**config.mk**
```make
export PLATFORM = sky130hd
export DESIGN_NAME = serial_target_ctrl
export DESIGN_NICKNAME = d
export VERILOG_FILES = /design/src/rtl/bus_pkg.sv /design/src/rtl/sat_counter.sv /design/src/rtl/serial_target_ctrl.sv
export SDC_FILE = /design/constraint.sdc
export NUM_CORES = 1
export LEC_CHECK = 0
export BUFFER_PORTS_ARGS = -buffer_cell sky130_fd_sc_hd__buf_2
export CAP_MARGIN = 10
export CORE_MARGIN = 2
export CORE_UTILIZATION = 35
export CTS_CLUSTER_SIZE = 8
export DETAILED_ROUTE_END_ITERATION = 8
export PLACE_DENSITY = 0.63
export RECOVER_POWER = 25
export SKIP_CTS_REPAIR_TIMING = 1
export SLEW_MARGIN = 25
export SYNTH_ARGS = -nofsm -noshare
export SYNTH_HDL_FRONTEND = slang
export SYNTH_HIERARCHICAL = 1
export SYNTH_SLANG_ARGS = --single-unit
```
**constraint.sdc**
```tcl
create_clock -name clk_i -period 2.75 [get_ports clk_i]
set_input_delay 0.1375 -clock clk_i [delete_from_list [all_inputs] [get_ports clk_i]]
set_output_delay 0.1375 -clock clk_i [all_outputs]
set_load 0.005 [all_outputs]
```
**src/rtl/bus_pkg.sv**
```systemverilog
// ============================================================================
// Module      : bus_pkg
// Description : Serial frame format, command encoding, parity helper and the
//               target sequencer state type shared by the serial target path.
// Revision    : 1.0 - initial release
// ============================================================================
`default_nettype none

package bus_pkg;

    localparam int unsigned SERIAL_ADDR_W = 14;
    localparam int unsigned SERIAL_DATA_W = 8;
    localparam int unsigned CMD_W         = 2;

    // Two-bit command field leaves 2'b00 and 2'b11 as unsupported codes
    typedef enum logic [CMD_W-1:0] {
        CMD_READ  = 2'b01,
        CMD_WRITE = 2'b10
    } cmd_e;

    typedef struct packed {
        logic                     start;
        logic [CMD_W-1:0]         cmd;
        logic [SERIAL_ADDR_W-1:0] addr;
        logic [SERIAL_DATA_W-1:0] data;
        logic                     parity;
        logic                     stop;
    } serial_frame_t;

    localparam int unsigned FRAME_WIDTH = $bits(serial_frame_t);

    typedef enum logic [1:0] {
        IDLE    = 2'd0,
        REQ     = 2'd1,
        RD_WAIT = 2'd2,
        RESP    = 2'd3
    } tgt_state_e;

    // Even parity over the payload fields: the XOR of cmd, addr and data
    function automatic logic calc_parity(
        input logic [CMD_W-1:0]         cmd,
        input logic [SERIAL_ADDR_W-1:0] addr,
        input logic [SERIAL_DATA_W-1:0] data
    );
        return ^{cmd, addr, data};
    endfunction

endpackage

`default_nettype wire

```
**src/rtl/sat_counter.sv**
```systemverilog
// ============================================================================
// Module      : sat_counter
// Description : Event counter that sticks at all-ones instead of wrapping.
// Revision    : 1.0 - initial release
// ============================================================================
`default_nettype none

module sat_counter #(
    parameter int unsigned CNT_W = 8
) (
    input  logic             clk_i,
    input  logic             rst_ni,
    input  logic             inc_i,
    output logic [CNT_W-1:0] cnt_o
);

    logic [CNT_W-1:0] r_cnt;

    // Count one per inc_i pulse, holding once the maximum is reached
    always_ff @(posedge clk_i or negedge rst_ni) begin
        if (!rst_ni) begin
            r_cnt <= '0;
        end else if (inc_i && (r_cnt != {CNT_W{1'b1}})) begin
            r_cnt <= r_cnt + CNT_W'(1);
        end
    end

    assign cnt_o = r_cnt;

endmodule

`default_nettype wire

```
**src/rtl/serial_target_ctrl.sv**
```systemverilog
// ============================================================================
// Module      : serial_target_ctrl
// Description : Target-side sequencer behind the serial deserializer. Checks
//               each received frame, runs it as one local bus read or write
//               and offers a response frame to the serializer. Bad frames,
//               overruns and bus timeouts are counted instead of executed.
// Revision    : 1.0 - initial release
// ============================================================================
`default_nettype none

module serial_target_ctrl
    import bus_pkg::*;
#(
    parameter int unsigned TIMEOUT = 64,
    parameter int unsigned CNT_W   = 8
) (
    input  logic                     clk_i,
    input  logic                     rst_ni,
    input  logic                     frame_valid_i,
    input  serial_frame_t            frame_i,
    input  logic                     parity_err_i,
    output logic                     req_o,
    output logic                     we_o,
    output logic [SERIAL_ADDR_W-1:0] addr_o,
    output logic [SERIAL_DATA_W-1:0] wdata_o,
    input  logic                     gnt_i,
    input  logic                     rvalid_i,
    input  logic [SERIAL_DATA_W-1:0] rdata_i,
    output logic                     rsp_valid_o,
    output serial_frame_t            rsp_frame_o,
    input  logic                     rsp_ready_i,
    output logic                     busy_o,
    output logic [CNT_W-1:0]         frame_err_o,
    output logic [CNT_W-1:0]         overrun_o,
    output logic [CNT_W-1:0]         timeout_o
);

    // Timer counts TIMEOUT-1 down to 0, giving TIMEOUT cycles per wait phase
    localparam int unsigned     c_TMR_W    = $clog2(TIMEOUT + 1);
    localparam [c_TMR_W-1:0]    c_TMR_LOAD = c_TMR_W'(TIMEOUT - 1);

    tgt_state_e                 r_state;
    logic [c_TMR_W-1:0]         r_timer;
    logic [CMD_W-1:0]           r_cmd;
    logic [SERIAL_ADDR_W-1:0]   r_addr;
    logic [SERIAL_DATA_W-1:0]   r_wdata;
    logic                       r_req;
    logic                       r_we;
    logic                       r_rsp_valid;
    serial_frame_t              r_rsp_frame;

    logic                       w_frame_ok;
    logic                       w_idle;
    logic                       w_accept;
    logic                       w_inc_ferr;
    logic                       w_inc_ovr;
    logic                       w_inc_tmo;
    logic                       w_tmr_zero;
    logic                       w_unused_parity;

    // The incoming parity bit is already judged by the deserializer
    assign w_unused_parity = frame_i.parity;

    assign w_frame_ok = !parity_err_i && frame_i.start && frame_i.stop &&
                        ((frame_i.cmd == CMD_READ) || (frame_i.cmd == CMD_WRITE));
    assign w_idle     = (r_state == IDLE);
    assign w_accept   = frame_valid_i && w_idle && w_frame_ok;
    assign w_inc_ferr = frame_valid_i && w_idle && !w_frame_ok;
    assign w_inc_ovr  = frame_valid_i && !w_idle;
    assign w_tmr_zero = (r_timer == '0);
    assign w_inc_tmo  = w_tmr_zero &&
                        (((r_state == REQ) && !gnt_i) ||
                         ((r_state == RD_WAIT) && !rvalid_i));

    function automatic serial_frame_t build_rsp(
        input logic [CMD_W-1:0]         cmd,
        input logic [SERIAL_ADDR_W-1:0] addr,
        input logic [SERIAL_DATA_W-1:0] data
    );
        serial_frame_t f;
        f.start  = 1'b1;
        f.cmd    = cmd;
        f.addr   = addr;
        f.data   = data;
        f.parity = calc_parity(cmd, addr, data);
        f.stop   = 1'b1;
        return f;
    endfunction

    // Transaction sequencer: accept, bus request, read wait, response hand-off
    always_ff @(posedge clk_i or negedge rst_ni) begin
        if (!rst_ni) begin
            r_state     <= IDLE;
            r_timer     <= '0;
            r_cmd       <= '0;
            r_addr      <= '0;
            r_wdata     <= '0;
            r_req       <= 1'b0;
            r_we        <= 1'b0;
            r_rsp_valid <= 1'b0;
            r_rsp_frame <= '0;
        end else begin
            case (r_state)
                IDLE: begin
                    if (w_accept) begin
                        r_state <= REQ;
                        r_req   <= 1'b1;
                        r_we    <= (frame_i.cmd == CMD_WRITE);
                        r_cmd   <= frame_i.cmd;
                        r_addr  <= frame_i.addr;
                        r_wdata <= frame_i.data;
                        r_timer <= c_TMR_LOAD;
                    end
                end
                REQ: begin
                    if (gnt_i) begin
                        r_req <= 1'b0;
                        r_we  <= 1'b0;
                        if (r_cmd == CMD_WRITE) begin
                            r_state     <= RESP;
                            r_rsp_valid <= 1'b1;
                            r_rsp_frame <= build_rsp(r_cmd, r_addr, r_wdata);
                        end else begin
                            r_state <= RD_WAIT;
                            r_timer <= c_TMR_LOAD;
                        end
                    end else if (w_tmr_zero) begin
                        r_state <= IDLE;
                        r_req   <= 1'b0;
                        r_we    <= 1'b0;
                    end else begin
                        r_timer <= r_timer - c_TMR_W'(1);
                    end
                end
                RD_WAIT: begin
                    if (rvalid_i) begin
                        r_state     <= RESP;
                        r_rsp_valid <= 1'b1;
                        r_rsp_frame <= build_rsp(r_cmd, r_addr, rdata_i);
                    end else if (w_tmr_zero) begin
                        r_state <= IDLE;
                    end else begin
                        r_timer <= r_timer - c_TMR_W'(1);
                    end
                end
                RESP: begin
                    if (rsp_ready_i) begin
                        r_state     <= IDLE;
                        r_rsp_valid <= 1'b0;
                    end
                end
                default: begin
                    r_state <= IDLE;
                end
            endcase
        end
    end

    assign req_o       = r_req;
    assign we_o        = r_we;
    assign addr_o      = r_addr;
    assign wdata_o     = r_wdata;
    assign rsp_valid_o = r_rsp_valid;
    assign rsp_frame_o = r_rsp_frame;
    assign busy_o      = !w_idle;

    sat_counter #(.CNT_W(CNT_W)) u_cnt_ferr (
        .clk_i  (clk_i),
        .rst_ni (rst_ni),
        .inc_i  (w_inc_ferr),
        .cnt_o  (frame_err_o)
    );

    sat_counter #(.CNT_W(CNT_W)) u_cnt_ovr (
        .clk_i  (clk_i),
        .rst_ni (rst_ni),
        .inc_i  (w_inc_ovr),
        .cnt_o  (overrun_o)
    );

    sat_counter #(.CNT_W(CNT_W)) u_cnt_tmo (
        .clk_i  (clk_i),
        .rst_ni (rst_ni),
        .inc_i  (w_inc_tmo),
        .cnt_o  (timeout_o)
    );

endmodule

`default_nettype wire
```
==> metrics.md <==
| Metric | Value |
|---|---|
| Outcome | finished with violations |
| Failing checks | hold timing |
| Final setup fails | 0 |
| Vias | 3489 |
| CTS tree | built |
| Top area cells in the synthesized netlist | dfrtp_1 (50%), nand2_1 (7.9%), xnor2_1 (5.9%), mux2_2 (3.9%), ha_1 (3.5%) |
| Area occupied by multi-input gates | 0.00204 mm^2 |
| Die area | 0.0132 mm^2 |
| TritonCTS Buffers | 9 |
| P&R area growth vs syn | 25.7% |
| Setup repair after global routing missed its margin | no |
| CP cell instances | nor2_1 -> nand4b_1 -> a21oi_1 -> and4_4 -> nand3_2 -> mux2_4 |
| Initial core utilization | 35.8% |
| Number of port buffers | 117 |
| CP Data Required Time | 2.98 ns |
| Global-route congestion overflow total | 0 |
| Fin Hold WS | -0.0157 ns |
| Internal power | 3.65 mW |
| Most Crowded Layer GR | met2 |
| Top delay family on crit path | simple AND/OR/NAND/NOR gates |
| Fin Setup TNS | 0 ns |
| Die Span X | 115 um |
| Routed len/inst | 14.5 um |
| # nets final | 596 |
| F_max | 438 MHz |
| Core Region | 0.0120 mm^2 |
| Clock sinks | 86 |
| Max_cap viols | 0 |
| Register Area | 0.00215 mm^2 |
| Number of global-route vias before repair | 3311 |
| XOR/XNOR Fraction of Synth Area | 7.12% |
| Synth Area in Adders | 3.49% |
| # fillers | 1147 |
| Final hold vios | 10 |
| Initial antenna violation count | 0 |
| CTS max path bufs | 2 |
| Switching power share of the total | 37.5% |
| Leak | 2.63 nW |
| Mapped Cells | 413 |
| Relative slew slack | 20.3% |
| Most frequent cells in the layout | buf_2 (110), nand2_1 (90), dfrtp_1 (86), xnor2_1 (29) |
| Critical Path Source Type | flop |
| Max Slew Vio Count | 0 |
| PwrDens | 1080 mW/mm^2 |
| Arr. time, crit path | 2.51 ns |
| M3 GR Usage | 2.64% |
| Fin Clk Skew | 0.00783 ns |
| First-pass GRT wire length | 16.1 mm |
| Sequential Power Share | 36.2% |
| Switching power | 2.19 mW |
| Synth warn | 6 |
| Comb power frac | 43.5% |
| Placer congestion estimate | 0.772 |
| Crit path from | r_timer[2] |
| Final worst-path cycle share | 83.0% |
| Setup crit end kind | flop |
| Clk_lat worst skew | 0.34 ns |
| Seq/Total Area, Yosys | 50.0% |
| Post-Syn Area per Cell | 10.4 um^2 |
| Post-Syn Area | 0.00430 mm^2 |
| Min Tclk post-route | 2.28 ns |
| Post-synthesis compound-gate area fraction | 13.2% |
| Largest net degree at the start of global routing | 48 |
| Post-synth top area share | 50.0% |
| CP max FO | 7 |
| CP Buf/Inv Count | 0 |
| Clock Tree Root | clkbuf_16 |
| Slowest cell on crit path | a21oi_1 |
| Ratio of cells with drive above 1 in the final layout | 31.4% |
| Antenna Cells | 0 |
| DR DRC count | 0 |
| Multiplexer share of the synthesized area | 7.85% |
| Post-DRT Antenna Nets | 0 |
| Number of synthesized register bits | 86 |
| Critical path type | flop to flop |
| Largest family of logic cells by synthesized area | simple AND/OR/NAND/NOR gates |
| H-tree Lvls | 3 |
| Hold Crit Class | input pin to flop |
| Final Util | 45.0% |
| Net Count, Synth | 467 |
| Worst r2r src | r_timer[2] |
| Gr usage total | 15.5% |
| Die Height | 115 um |
| Fraction of the mapped netlist area in simple logic gates | 15.8% |
| Std cell rows | 40 |
| Most common cell after layout, fill and taps aside | buf_2 |
| Peak VDD IR | 0.459 mV |
| Tightest Pin Transition | 1.20 ns |
| Ports | 119 |
| Hold Startpoint | frame_i[19] |
| Total Wirelength | 10.1 mm |
| DP HPWL | 7.37 mm |
| Clock Power Share | 20.3% |
| Worst path max stage delay | 0.42 ns |
| 1st-iter DRT viols | 187 |
| Clk slew on worst S/H paths | 0.06 ns |
| Initial DRT Pass Iterations | 4 |
| Met2 usage | 25.9% |
| Leading area contributor after synthesis | dfrtp_1 |
| Vias per inst | 5.03 |
| Distinct cells, synth | 46 |
| M1 GR Usage | 19.8% |
-- synthesized netlist by cell type (all sizes together) --
library cell / count
nand2: 91
dfrtp: 86
xnor2: 29
o21ai: 23
mux2: 21
a21oi: 20
inv: 15
nand3: 13
ha: 12
nor2: 11
mux2i: 9
a31oi: 8
buf: 7
nor3: 7
a41oi: 6
o22a: 6
xor2: 6
and3: 5
a21boi: 4
clkbuf: 4
a311oi: 3
and4: 3
nand2b: 3
nand4: 3
o211ai: 3
o21a: 3
a32o: 2
o22ai: 2
a22oi: 1
and4b: 1
and4bb: 1
nand4b: 1
nor2b: 1
nor3b: 1
o21ba: 1
o31ai: 1
-- routing by layer --
layer  vias up  share of wire [%]
met2        95                 49
met1      1669                 44
met5         -                  0
li1       1714                  -
met4         0                1.8
met3        11                4.6
-- cell families (layout without fill, tap and decap cells) --
kind of cell | Yosys count | count (layout)
and+or+nand+nor | 141 | 141
DFF | 86 | 86
AOI/OAI and AO/OA | 83 | 83
xor gates and xnor gates | 35 | 35
muxes | 30 | 30
buffers and inverters | 26 | 160
adders and majority gates | 12 | 12
-- metrics by stage --
| step | cells | setup WS [ns] | instance area [um^2] | power [mW] |
|---|---|---|---|---|
| 2_1_floorplan | 413 | 0.787 | 4300 | 3.87 |
| 3_3_place_gp | 672 | 0.559 | 5070 | 4.62 |
| 3_5_place_dp | 672 | 0.501 | 5070 | 4.70 |
| 4_1_cts | 688 | 0.496 | 5360 | 5.92 |
| 5_1_grt | 694 | 0.287 | 5410 | 6.31 |
| 6_report | 694 | 0.469 | 5410 | 5.84 |
-- state kept, by name (all words and copies together), names as in the netlist --
name / count
r_timer: 7
r_cmd: 2
r_state: 2
rsp_valid_o: 1
addr_o: 14
u_cnt_ovr/cnt_o: 8
u_cnt_ferr/cnt_o: 8
wdata_o: 8
u_cnt_tmo/cnt_o: 8
we_o: 1
rsp_frame_o: 26
req_o: 1
-- power by group through the flow --
| stage | sequential, mW | combinational, mW | clock [mW] |
|---|---|---|---|
| after CTS | 2.11 | 2.58 | 1.23 |
| after global placement | 2.11 | 2.51 | 0 |
| final | 2.11 | 2.54 | 1.19 |
| after floorplan | 2.10 | 1.76 | 0 |
| after detailed placement | 2.14 | 2.57 | 0 |
| after global routing | 2.18 | 2.86 | 1.27 |
-- worst reg2reg max path: cells and delay by family, from the launching register on --
family / cells / cell delay, ns
flops: 1 / 0.40
mux: 1 / 0.30
compound gates: 1 / 0.42
simple gates: 4 / 1.05
-- cell type report --
type,instances,share of cell area (%)
clock buffers,11,4.67
well taps,147,3.40
multi-input cells,301,37.7
flip-flops and latches,86,39.8
clock inverters,5,0.740
inverters,15,1.04
repair buffers,129,12.6
-- final timing paths --
path	end	depth (start not counted)	slack, ns
worst min register to register	rsp_frame_o[2]	2	0.48
max in group asynchronous	u_cnt_ferr/cnt_o[7]	3	1.23
worst max-delay path	u_cnt_tmo/cnt_o[5]	6	0.47
worst max register to register	u_cnt_tmo/cnt_o[5]	6	0.47
worst min-delay path	addr_o[9]	3	-0.02
min in group asynchronous	rsp_frame_o[26]	2	0.58
Note: power is estimated with default switching activity, not from simulation.
